===== config.mk =====
export PLATFORM = sky130hd
export DESIGN_NAME = skew_loader
export DESIGN_NICKNAME = d
export VERILOG_FILES = /design/src/rtl/skew_loader.sv
export SDC_FILE = /design/constraint.sdc
export NUM_CORES = 1
export LEC_CHECK = 0
export ABC_CLOCK_PERIOD_IN_PS = 4610
export BUFFER_PORTS_ARGS = -buffer_cell sky130_fd_sc_hd__buf_4
export CORE_UTILIZATION = 50
export DETAILED_ROUTE_END_ITERATION = 8
export GPL_TIMING_DRIVEN = 0
export PLACE_DENSITY_LB_ADDON = 0.1
export SYNTH_ARGS = -nofsm -noshare
export SYNTH_HDL_FRONTEND = slang
export SYNTH_SLANG_ARGS = --single-unit

===== constraint.sdc =====
create_clock -name clk -period 4.61 [get_ports clk]
set_clock_uncertainty 0.2 [all_clocks]
set_input_delay 0.2305 -clock clk [delete_from_list [all_inputs] [get_ports clk]]
set_output_delay 0.2305 -clock clk [all_outputs]
set_load 0.02 [all_outputs]

===== src/rtl/skew_loader.sv =====
// Loads one N-row tile into a skew buffer (one row per handshake), then drains
// it with 2N-1 enable cycles that freeze while the downstream stalls.
module skew_loader #(
  parameter int DATA_WIDTH = 8,
  parameter int ARRAY_SIZE = 4,
  localparam int PTR_W = (ARRAY_SIZE > 1) ? $clog2(ARRAY_SIZE) : 1,
  localparam int CNT_W = $clog2(2 * ARRAY_SIZE)
) (
  input  logic                                            clk,
  input  logic                                            rst,
  input  logic                                            start,
  input  logic                                            in_valid,
  output logic                                            in_ready,
  input  logic signed [ARRAY_SIZE-1:0][DATA_WIDTH-1:0]    in_data,
  input  logic                                            stall,
  output logic                                            write,
  output logic        [PTR_W-1:0]                         row_ptr,
  output logic signed [ARRAY_SIZE-1:0][DATA_WIDTH-1:0]    data_out,
  output logic                                            enable,
  output logic                                            busy,
  output logic                                            done
);

  typedef enum logic [1:0] {
    IDLE  = 2'd0,
    LOAD  = 2'd1,
    DRAIN = 2'd2,
    DONE  = 2'd3
  } state_t;

  localparam logic [CNT_W-1:0] LAST_ROW    = CNT_W'(ARRAY_SIZE - 1);
  localparam logic [CNT_W-1:0] LAST_ENABLE = CNT_W'(2 * ARRAY_SIZE - 2);

  state_t             state_reg, state_next;
  logic [CNT_W-1:0]   row_cnt_reg, row_cnt_next;
  logic [CNT_W-1:0]   drain_cnt_reg, drain_cnt_next;
  logic [PTR_W-1:0]   row_ptr_reg, row_ptr_next;
  logic               write_reg, write_next;
  logic               capture;

  logic signed [ARRAY_SIZE-1:0][DATA_WIDTH-1:0] data_reg;

  always_comb begin
    state_next     = state_reg;
    row_cnt_next   = row_cnt_reg;
    drain_cnt_next = drain_cnt_reg;
    row_ptr_next   = row_ptr_reg;
    write_next     = 1'b0;
    capture        = 1'b0;
    in_ready       = 1'b0;
    enable         = 1'b0;
    done           = 1'b0;
    busy           = (state_reg != IDLE);

    case (state_reg)
      IDLE: begin
        if (start) begin
          state_next     = LOAD;
          row_cnt_next   = '0;
          drain_cnt_next = '0;
          row_ptr_next   = '0;
        end
      end

      LOAD: begin
        in_ready = 1'b1;
        if (in_valid) begin
          capture      = 1'b1;
          write_next   = 1'b1;
          row_ptr_next = row_cnt_reg[PTR_W-1:0];
          row_cnt_next = row_cnt_reg + 1'b1;
          if (row_cnt_reg == LAST_ROW) begin
            state_next = DRAIN;
          end
        end
      end

      DRAIN: begin
        // The first DRAIN cycle still carries the last row's write strobe.
        enable = !write_reg && !stall;
        if (enable) begin
          drain_cnt_next = drain_cnt_reg + 1'b1;
          if (drain_cnt_reg == LAST_ENABLE) begin
            state_next = DONE;
          end
        end
      end

      DONE: begin
        done       = 1'b1;
        state_next = IDLE;
      end

      default: begin
        state_next = IDLE;
      end
    endcase
  end

  always_ff @(posedge clk) begin
    if (rst) begin
      state_reg     <= IDLE;
      row_cnt_reg   <= '0;
      drain_cnt_reg <= '0;
      row_ptr_reg   <= '0;
      write_reg     <= 1'b0;
    end else begin
      state_reg     <= state_next;
      row_cnt_reg   <= row_cnt_next;
      drain_cnt_reg <= drain_cnt_next;
      row_ptr_reg   <= row_ptr_next;
      write_reg     <= write_next;
    end
  end

  // One holding register per systolic row lane.
  for (genvar gi = 0; gi < ARRAY_SIZE; gi++) begin : g_lane
    always_ff @(posedge clk) begin
      if (rst) begin
        data_reg[gi] <= '0;
      end else if (capture) begin
        data_reg[gi] <= in_data[gi];
      end
    end
  end

  assign write    = write_reg;
  assign row_ptr  = row_ptr_reg;
  assign data_out = data_reg;

endmodule


==> results of run 1 <==
[power groups by stage]
stage                     Combinational [µW]  Clock [µW]  Sequential, µW
after floorplan                          245           0             504
after CTS                                465         201             453
after global routing                     521         214             462
final                                    471         197             455
after detailed placement                 443           0             461
after global placement                   437           0             459
[cells in the final DEF (no fill, tap or decap), drive strengths merged]
cell type	count
and2	3
clkbuf	16
inv	5
nand3b	2
o21ai	4
clkinv	1
nor2	7
mux2i	1
a211oi	1
nand4bb	1
or3b	1
nand3	4
ha	9
nor2b	3
dlygate4sd3	32
buf	77
a21oi	39
and3	1
nand2	71
mux2	1
a2111oi	1
dfxtp	43
nand2b	1
o211ai	1
and2b	1
a2bb2oi	1
[cell families after synthesis]
family	count (synthesis)
buf+inv	17
flops	43
simple gates	95
fa+ha+maj	9
compound gates	47
mux	2
[final cells by class]
cell class | instances | area (µm²) | area share (%)
plain buffers | 12 | 48.80 | 1.774
clock buffers | 7 | 55.05 | 2.002
clock inverters | 1 | 8.758 | 0.3185
inverters | 5 | 18.77 | 0.6824
multi-input cells | 153 | 824.5 | 29.98
flip-flops and latches | 43 | 860.8 | 31.30
well taps | 46 | 57.56 | 2.093
repair buffers | 106 | 875.8 | 31.85
[layer usage]
metal,vias to the layer above,share of wire (%),wire length [µm],track usage (%)
li1,926,-,-,-
met1,846,39,1919,29.13
met2,60,55,2746,51.55
met3,8,4.7,233,7.983
met4,0,1.6,79,10.06
met5,-,0,0,0
[through the flow]
stage                     utilization (%)  total power, µW
final                               82.41             1123
after detailed placement            70.90            903.8
after global routing                82.41             1197
after CTS                           82.41             1119
after global placement              70.90            895.8
after floorplan                         -            749.2
[path summary, 6_finish.rpt]
check | to | slack [ns] | start
worst max-delay path | drain_cnt_reg[2] | 2.63 | state_reg[0]
worst min-delay path | row_ptr[0] | 0.02 | rst
worst max register to register | drain_cnt_reg[2] | 2.63 | state_reg[0]
worst min register to register | row_cnt_reg[2] | 0.26 | row_cnt_reg[2]
==> summary.txt, run 1 <==
Run status
  • Status: completed

Pwr
  • Cell Pwr Density: 408.5 nW/µm²
  • Leak: roughly 0.0012 µW
  • Comb power frac: 41.9%
  • Net Sw Power: 422.7 µW
  • VDD IR-drop max: roughly 250 µV
  • Sequential group share of total power: 40.5%
  • Net Sw Frac: roughly 38%
  • Clock share of power: 17.5%
  • Power Internal: 700.7 µW

Global route
  • Vias in the first global route: 1699
  • Largest net degree at the start of global routing: 14
  • First-pass GRT wire length: 7.355 mm
  • Grt total ovfl: 0
  • Initial antenna violation count: 0
  • GRT Total Usage: 27.57%

Setup path
  • Setup CP Type: reg -> reg
  • Worst EP required: 4.69 ns
  • CP max FO: 6
  • Worst setup SP type: flop
  • Crit-path max cell delay: 0.48 ns
  • CP top delay family: simple AND/OR/NAND/NOR gates
  • Critical path depth: 6
  • Critical Path Slowest Stage Cell: or3b_2
  • Setup crit end kind: flop
  • Reg2reg path depth: 6
  • CP Buf/Inv Count: 1
  • Data arrival time at the worst-slack endpoint: 2.06 ns
  • Worst path cell trace: inv_1, ha_1, nand2b_1, nand3_1, or3b_2, a21oi_1

Floorplan
  • Top-level I/O count: 76
  • Die area: ~3700 µm²
  • Die Wd: approximately 61 µm
  • Initial Util: 52.53%
  • Row count: 21
  • Core ar.: 3337 µm²
  • DIE HEIGHT: slightly above 60 µm

Clock tree
  • Worst-skew pair later-pin latency: between 0.3 and 0.4 ns
  • Bufs on Longest Clock Path: 2
  • Root Driver: clkbuf_4
  • Setup bufs post-CTS: 0
  • H-tree lvl count: 2
  • Post-CTS Hold Fix Bufs: 32
  • Post-CTS Resized: 0
  • TritonCTS clock tree: built
  • Sink Count: between 40 and 50
  • Clock slew at reported path FFs: 0.13 ns
  • CTS Buf Count: 5

Cells and area
  • Share of cells above drive strength 1: 27.22%
  • Final cell count without fillers: 373
  • Nets: 372
  • Fillcell total: around 220
  • Cell area after layout: about 2800 µm²
  • Antenna diodes: 0
  • Max reg flops: 32
  • Area Growth Syn to Fin: 56.89%

Timing
  • Rel. slew slack: 69.01%
  • Fin crit share: 43.00%
  • Post-route setup TNS: 0 ns
  • # setup viols final: 0
  • Hold Vio Cnt, Final: 0
  • RSZ-0062 raised after global routing: false
  • Final min period: between 1.5 and 2 ns
  • Worst-case hold slack: 0.02375 ns
  • Post-route setup slack: roughly 2.6 ns
  • Worst-Margin Slew: 0.4648 ns
  • Fin. max-slew vios: 0
  • Max Freq: 504.5 MHz

Synthesis
  • Synthesized area: 1753 µm²
  • Yosys top cell area share: 49.11%
  • Dominant cells by area after synthesis: dfxtp_1, nand2_1, a21oi_1
  • Synth Register Bits: 43
  • Ys async rst share: 0%
  • Synth Area in Simple Gates: 24.20%
  • Most area-hungry cell type in the Yosys netlist: dfxtp_1
  • Synth cell types: 24
  • Syn Nets: approximately 260
  • Synth Area per Inst: 8.230 µm²
  • Largest family of logic cells by synthesized area: simple AND/OR/NAND/NOR gates
  • Register area share after synthesis: 49.11%
  • Yosys warns: 0
  • Top_reg_cell synth: dfxtp_1
  • Adder-Cell Fraction of Synth Area: about 6.4%
  • Most common cell in the netlist: nand2_1
  • Multiplexer share of the synthesized area: about 1.2%
  • Xor/xnor share of the synthesized area: 0%
  • Gate Count Post-Synth: 213
  • EDFF count, synth: 0
  • Synth Area in Compound Gates: 15.20%
  • Commonest cells in the netlist: nand2_1, dfxtp_1, a21oi_1, clkbuf_1, ha_1

Placed design
  • Hpwl dp: 2.838 mm
  • PortBufs: 74
  • Cells after DPL: 333
  • Post-Place Worst Slack: 2.650 ns
  • Placed cell areas: 2366 µm²
  • GP Congestion: 0.7417

Worst hold path
  • Hold Path Class: in -> reg
  • Hold Path Depth: 2

Drt
  • DRT Wirelength: between 4 and 5 mm
  • Drt first pass iters: 4
  • Detail Route Antenna Nets: 0
  • DR WL/cell: 13.35 µm
  • Via density: 4.933
  • Drc violations: 0
  • Vias: approximately 1800
  • Starting DRC count in detailed routing: 121

Flow run
  • Number of max-cap violations: 0
(Power assumes the default switching activity.)
==> run 2, diff against run 1 <==
ABC_AREA = 1   (was unset)
ABC_CLOCK_PERIOD_IN_PS = 1700   (was 4610)
CORE_UTILIZATION = 42   (was 50)
clock period = 1.7 ns   (was 4.61 ns; I/O delays follow)
==> run 2 against run 1 <==
Worst hold slack better by 0.014 ns. Worst setup slack worse by 2.5 ns. Power rose to 3.2 times the previous value. Clock power rose to 3.8 times the previous value. Die area up 21%.
==> summary.txt, run 2 <==
Run status
  • Status: completed

Timing
  • Fin. max-slew vios: 0
  • Max Freq: 629.5 MHz
  • Hold Vio Cnt, Final: 0
  • Post-route setup slack: 0.1116 ns
  • Worst-Margin Slew: 0.2279 ns
  • Final min period: 1.588 ns
  • # setup viols final: 0
  • Rel. slew slack: about 85%
  • Fin crit share: 93.44%

Pwr
  • Cell Pwr Density: 1267 nW/µm²
  • VDD IR-drop max: around 670 µV
  • Leak: approximately 0.0013 µW

Synthesis
  • Syn Nets: 288
  • Most common cell in the netlist: nor2_1
  • Synth cell types: 18
  • Synthesized area: 1799 µm²
  • Yosys warns: 0
  • Synth Register Bits: 43
  • Register area share after synthesis: 47.84%
  • Ys async rst share: 0%
  • EDFF count, synth: 0
  • Commonest cells in the netlist: nor2_1, dfxtp_1, o21ai_0, nand2_1, inv_1
  • Synth Area per Inst: 7.435 µm²
  • Dominant cells by area after synthesis: dfxtp_1, nor2_1, o21ai_0
  • Gate Count Post-Synth: 242
  • Top_reg_cell synth: dfxtp_1
  • Yosys top cell area share: 47.84%
  • Most area-hungry cell type in the Yosys netlist: dfxtp_1

Floorplan
  • DIE HEIGHT: 67.45 µm
  • Initial Util: 44.34%
  • Die Wd: 67.45 µm
  • Core ar.: 4058 µm²
  • Die area: 4550 µm²
  • Row count: 23
  • Top-level I/O count: 76

Setup path
  • CP max FO: 6
  • Data arrival time at the worst-slack endpoint: 1.30 ns
  • Most frequent CP cell: inv_1
  • Worst EP required: 1.41 ns
  • Crit-path max cell delay: approximately 0.35 ns
  • Setup CP Type: reg -> out
  • Setup crit end kind: primary output
  • Worst setup SP type: flop
  • Critical Path Slowest Stage Cell: dfxtp_2
  • Worst path cell trace: inv_1, ha_2, inv_1, nor2_2, buf_4

Cells and area
  • Share of cells above drive strength 1: 29.69%
  • Max reg flops: 32
  • Antenna diodes: 0
  • Most frequent cells in the layout: nor2_1, buf_4, dfxtp_1
  • Final cell count without fillers: 407
  • Area Growth Syn to Fin: 59.87%
  • Fillcell total: 374
  • Nets: 403
  • Fin util: between 70% and 80%
  • Commonest non-fill, non-tap cell in the layout: nor2_1

Drt
  • Drc violations: 0
  • Detail Route Antenna Nets: 0
  • DR WL/cell: 10.51 µm
  • Via density: about 4.5
  • Drt first pass iters: 4
  • DRT Wirelength: 4.277 mm
  • Vias: 1813
  • Starting DRC count in detailed routing: 109

Placed design
  • GP Congestion: 0.7435
  • PortBufs: 75
  • Cells after DPL: between 300 and 400
  • Hpwl dp: 2.888 mm
  • Post-Place Worst Slack: -0.04208 ns

Clock tree
  • Sink Count: 43
  • Root Driver: clkbuf_8
  • H-tree lvl count: 2
  • Bufs on Longest Clock Path: 2
  • Worst-skew pair later-pin latency: 0.28 ns
  • Setup bufs post-CTS: 0
  • CTS Buf Count: 5
  • TritonCTS clock tree: built
  • Clock slew at reported path FFs: 0.07 ns

Global route
  • Vias in the first global route: 1603
  • GRT Total Usage: 20.01%
  • First-pass GRT wire length: 6.831 mm
  • Grt total ovfl: 0
  • Largest net degree at the start of global routing: 13
  • Initial antenna violation count: 0

Flow run
  • Number of max-cap violations: 0

Worst hold path
  • Hold Path Class: in -> reg
-- run 2: changes by cell type in the layout (fill, tap and decap cells not counted), sizes merged, moves of 2 or more --
cell    before  now
nor2         7   81
buf         77   82
a21oi       39    5
inv          5   21
nand4        0    4
nor2b        3    0
clkbuf      16    9
nand3b       2    0
nand2       71   27
nand3        4    6
and2         3    0
o21ai        4   36
-- run 2: cell families after synthesis --
| kind of cell | share of synthesized area, % |
|---|---|
| AOI/OAI and AO/OA | 12.03 |
| adders and majority gates | 6.259 |
| buffers and inverters | 7.718 |
| DFF | 47.84 |
| and+or+nand+nor | 26.15 |
-- run 2: path summary, 6_finish.rpt --
path                                     start  cells past startpoint  slack, ns              to
worst max-delay path              state_reg[0]                      5       0.11          enable
worst min-delay path                  in_valid                      4       0.04    data_out[24]
worst max register to register    state_reg[0]                      8       0.14    state_reg[0]
worst min register to register  row_cnt_reg[2]                      2       0.26  row_cnt_reg[2]
-- run 2: area by class of cell --
cell class	instances	area [µm²]	share of cell area (%)
clock buffer	6	72.57	2.523
tap	50	62.56	2.175
multi-input combinational	168	812.0	28.23
sequential	43	863.3	30.01
buffer	10	63.81	2.218
clock inverter	1	30.03	1.044
timing repair buffer	108	893.4	31.06
inverter	21	78.83	2.740
-- run 2: metal layers --
layer  global-route usage [%]  part of all wire, %
met1                    23.11                   44
met4                    5.585                  1.1
met5                        0                    0
met3                    5.068                  5.0
met2                    36.13                   50
-- run 2: metrics by stage --
stage | TNS (ns) | hold slack (ns) | cell area (µm²) | power (µW)
final | 0 | 0.03814 | 2877 | 3646
after detailed placement | -0.2633 | 0.1136 | 2425 | 2842
after CTS | 0 | 0.03193 | 2864 | 3659
after global placement | 0 | 0.1107 | 2425 | 2816
after global routing | -0.002805 | 0.04913 | 2877 | 3923
after floorplan | 0 | -0.04593 | 1799 | 2314
-- run 2: where the power goes --
part           switching, µW  total [µW]  internal (µW)
clock                    313         743            430
combinational            886        1560            674
sequential               124        1340           1220
total                   1320        3650           2320
-- run 2: what timing repair did --
item	CTS	global route
resized for setup	4	11
hold buffers	33	0
endpoints found under the hold margin	40	0
setup endpoints to repair	24	36
-- run 2: worst max-delay path, delay by kind of cell (launching register included) --
family	cells	cell delay [ns]
buffers and inverters	3	0.31
flip-flops	1	0.35
AND/OR/NAND/NOR	1	0.14
adder cells (fa/ha/maj)	1	0.22
==> run 3, diff against run 2 <==
CORE_MARGIN = 4   (was unset)
SETUP_SLACK_MARGIN = 0.5   (was unset)
==> run 3 against run 2 <==
The flow now finishes with violations (negative hold slack). Cell count grew 4.9%. Clock-buffer cell count is the same. Clock power is 2% higher. Combinational power up 71%. Sequential power up 9%. Routed wire length is 64% higher. Final area increased by 29%. Critical endpoint is now drain_cnt_reg[2]. Largest cell class is now multi-input combinational cells.
==> summary.txt, run 3 (synthesis gave the netlist of run 2 again) <==
Clock tree
  • Clock slew at reported path FFs: 0.08 ns
  • Post-CTS Hold Fix Bufs: 33
  • TritonCTS clock tree: built
  • Root Driver: clkbuf_8
  • Bufs on Longest Clock Path: 2
  • Sink Count: 43
  • CTS Buf Count: 5
  • Worst-skew pair later-pin latency: between 0.3 and 0.4 ns
  • H-tree lvl count: 2

Setup path
  • Data arrival time at the worst-slack endpoint: 1.54 ns
  • CP Buf/Inv Count: 3
  • R2R Setup Slk: ~0.16 ns
  • CP top delay family: simple AND/OR/NAND/NOR gates
  • Crit-path max cell delay: 0.36 ns
  • Worst setup SP type: flop
  • Setup CP Type: reg -> reg
  • Critical Path Slowest Stage Cell: dfxtp_4
  • Reg2reg path depth: 10
  • Setup crit end kind: flop
  • Worst EP required: 1.70 ns
  • CP max FO: 5
  • Worst path cell trace: inv_4, ha_4, buf_4, nor2_4, inv_2, nand2_2, nor2_2, nand2_1, nand2_1, nor2_1
  • R2R Path End: drain_cnt_reg[2]
  • Most frequent CP cell: nand2_1
  • Worst flop-to-flop path startpoint: state_reg[0]

Timing
  • Hold Vio Cnt, Final: 7
  • # setup viols final: 0
  • Max Freq: roughly 650 MHz
  • Worst-Margin Slew: 0.3430 ns
  • Fin. max-slew vios: 0
  • Worst-case hold slack: -0.1798 ns
  • Post-route setup slack: 0.1616 ns
  • Rel. slew slack: a little under 80%
  • Fin crit share: 90.50%
  • Post-route setup TNS: 0 ns
  • Final min period: between 1.5 and 2 ns
  • RSZ-0062 raised after global routing: true

Placed design
  • GP Congestion: slightly below 0.8
  • Post-Place Worst Slack: ~0.21 ns
  • Hpwl dp: 3.192 mm
  • PortBufs: 75

Global route
  • Largest net degree at the start of global routing: 15
  • Vias in the first global route: 2028
  • Grt total ovfl: 0
  • GRT Total Usage: 21.59%
  • Initial antenna violation count: 0
  • First-pass GRT wire length: 9.108 mm

Cells and area
  • Commonest non-fill, non-tap cell in the layout: buf_4
  • Antenna diodes: 0
  • Most frequent cells in the layout: buf_4, nor2_1, dfxtp_1
  • Area Growth Syn to Fin: 105.8%
  • Share of cells above drive strength 1: a little over half
  • Fin util: between 90% and 100%
  • Max reg flops: 32
  • Nets: 422
  • Fillcell total: ~160

Floorplan
  • Row count: 23
  • Initial Util: 44.34%
  • Die Wd: 73.45 µm
  • Die area: 5395 µm²
  • DIE HEIGHT: 73.45 µm
  • Core ar.: between 4000 and 5000 µm²
  • Top-level I/O count: 76

Drt
  • DRT Wirelength: around 7.0 mm
  • Vias: 2136
  • Drt first pass iters: 6
  • Via density: 5.002
  • Starting DRC count in detailed routing: 114
  • DR WL/cell: ~16 µm
  • Detail Route Antenna Nets: 0
  • Drc violations: 0

Worst hold path
  • Min-delay src: rst
  • Hold Path Class: in -> reg
  • Hold Path Depth: 2
  • Min-Delay Endpoint: row_ptr[1]

Pwr
  • Pwr Total: 4882 µW
  • Cell Pwr Density: around 1300 nW/µm²
  • Leak: 0.001657 µW
  • VDD IR-drop max: between 900 and 1000 µV

Run status
  • Status: complete, but fails checks
  • Failing checks: negative hold slack

Flow run
  • Number of max-cap violations: 0
==> run 3: changes by cell type in the layout (fill, tap and decap cells not counted), sizes merged <==
cell and change:
buf +16, bufinv -1, clkbuf +2, clkinv +2, nand2 +1
==> run 3: worst max-delay path by stage <==
stage / startpoint / slack (ns) / cells after the start / end
floorplan: state_reg[0] / 0.34 / 8 / state_reg[0]
global placement: state_reg[0] / 0.23 / 8 / state_reg[1]
detailed placement: row_cnt_reg[0] / 0.21 / 9 / state_reg[1]
CTS: state_reg[0] / 0.24 / 6 / row_ptr[0]
global route: state_reg[0] / 0.10 / 10 / drain_cnt_reg[2]
finish: state_reg[0] / 0.16 / 10 / drain_cnt_reg[2]
==> run 3: report_power, final <==
group / internal (µW) / switching (µW)
Clock: 379 / 376
Sequential: 1230 / 233
Combinational: 1270 / 1390
==> run 3: through the flow <==
stage | std cells | cell area, µm² | hold slack, ns
final | 427 | 3704 | -0.1798
after global routing | 427 | 3704 | -0.1790
after CTS | 420 | 3289 | -0.2079
after detailed placement | 367 | 2546 | 0.1097
after global placement | 367 | 2546 | 0.1096
after floorplan | 242 | 1921 | -0.04593
==> run 3: final cells by class <==
cell class | count | area, µm² | share of cell area, %
clock inverter | 2 | 13.76 | 0.3716
sequential | 43 | 870.8 | 23.51
buffer | 10 | 151.4 | 4.088
clock buffer | 6 | 93.84 | 2.534
inverter | 21 | 101.3 | 2.736
timing repair buffer | 126 | 1109 | 29.93
tap | 50 | 62.56 | 1.689
multi-input combinational | 169 | 1301 | 35.14
==> run 3: per-layer routing <==
layer,vias up,GRT usage (%),routed length (µm)
li1,1033,-,-
met1,1002,23.52,2671
met2,78,39.07,3743
met3,23,6.430,420
met4,0,7.847,197
met5,-,0,0
==> run 3: what timing repair did <==
action | CTS | global route
setup buffers | 8 | 4
gates cloned | 4 | 3
endpoints found under the setup margin | 47 | 47
pin swaps | 23 | 33
hold endpoints to repair | 40 | 7
gates resized for setup | 55 | 88
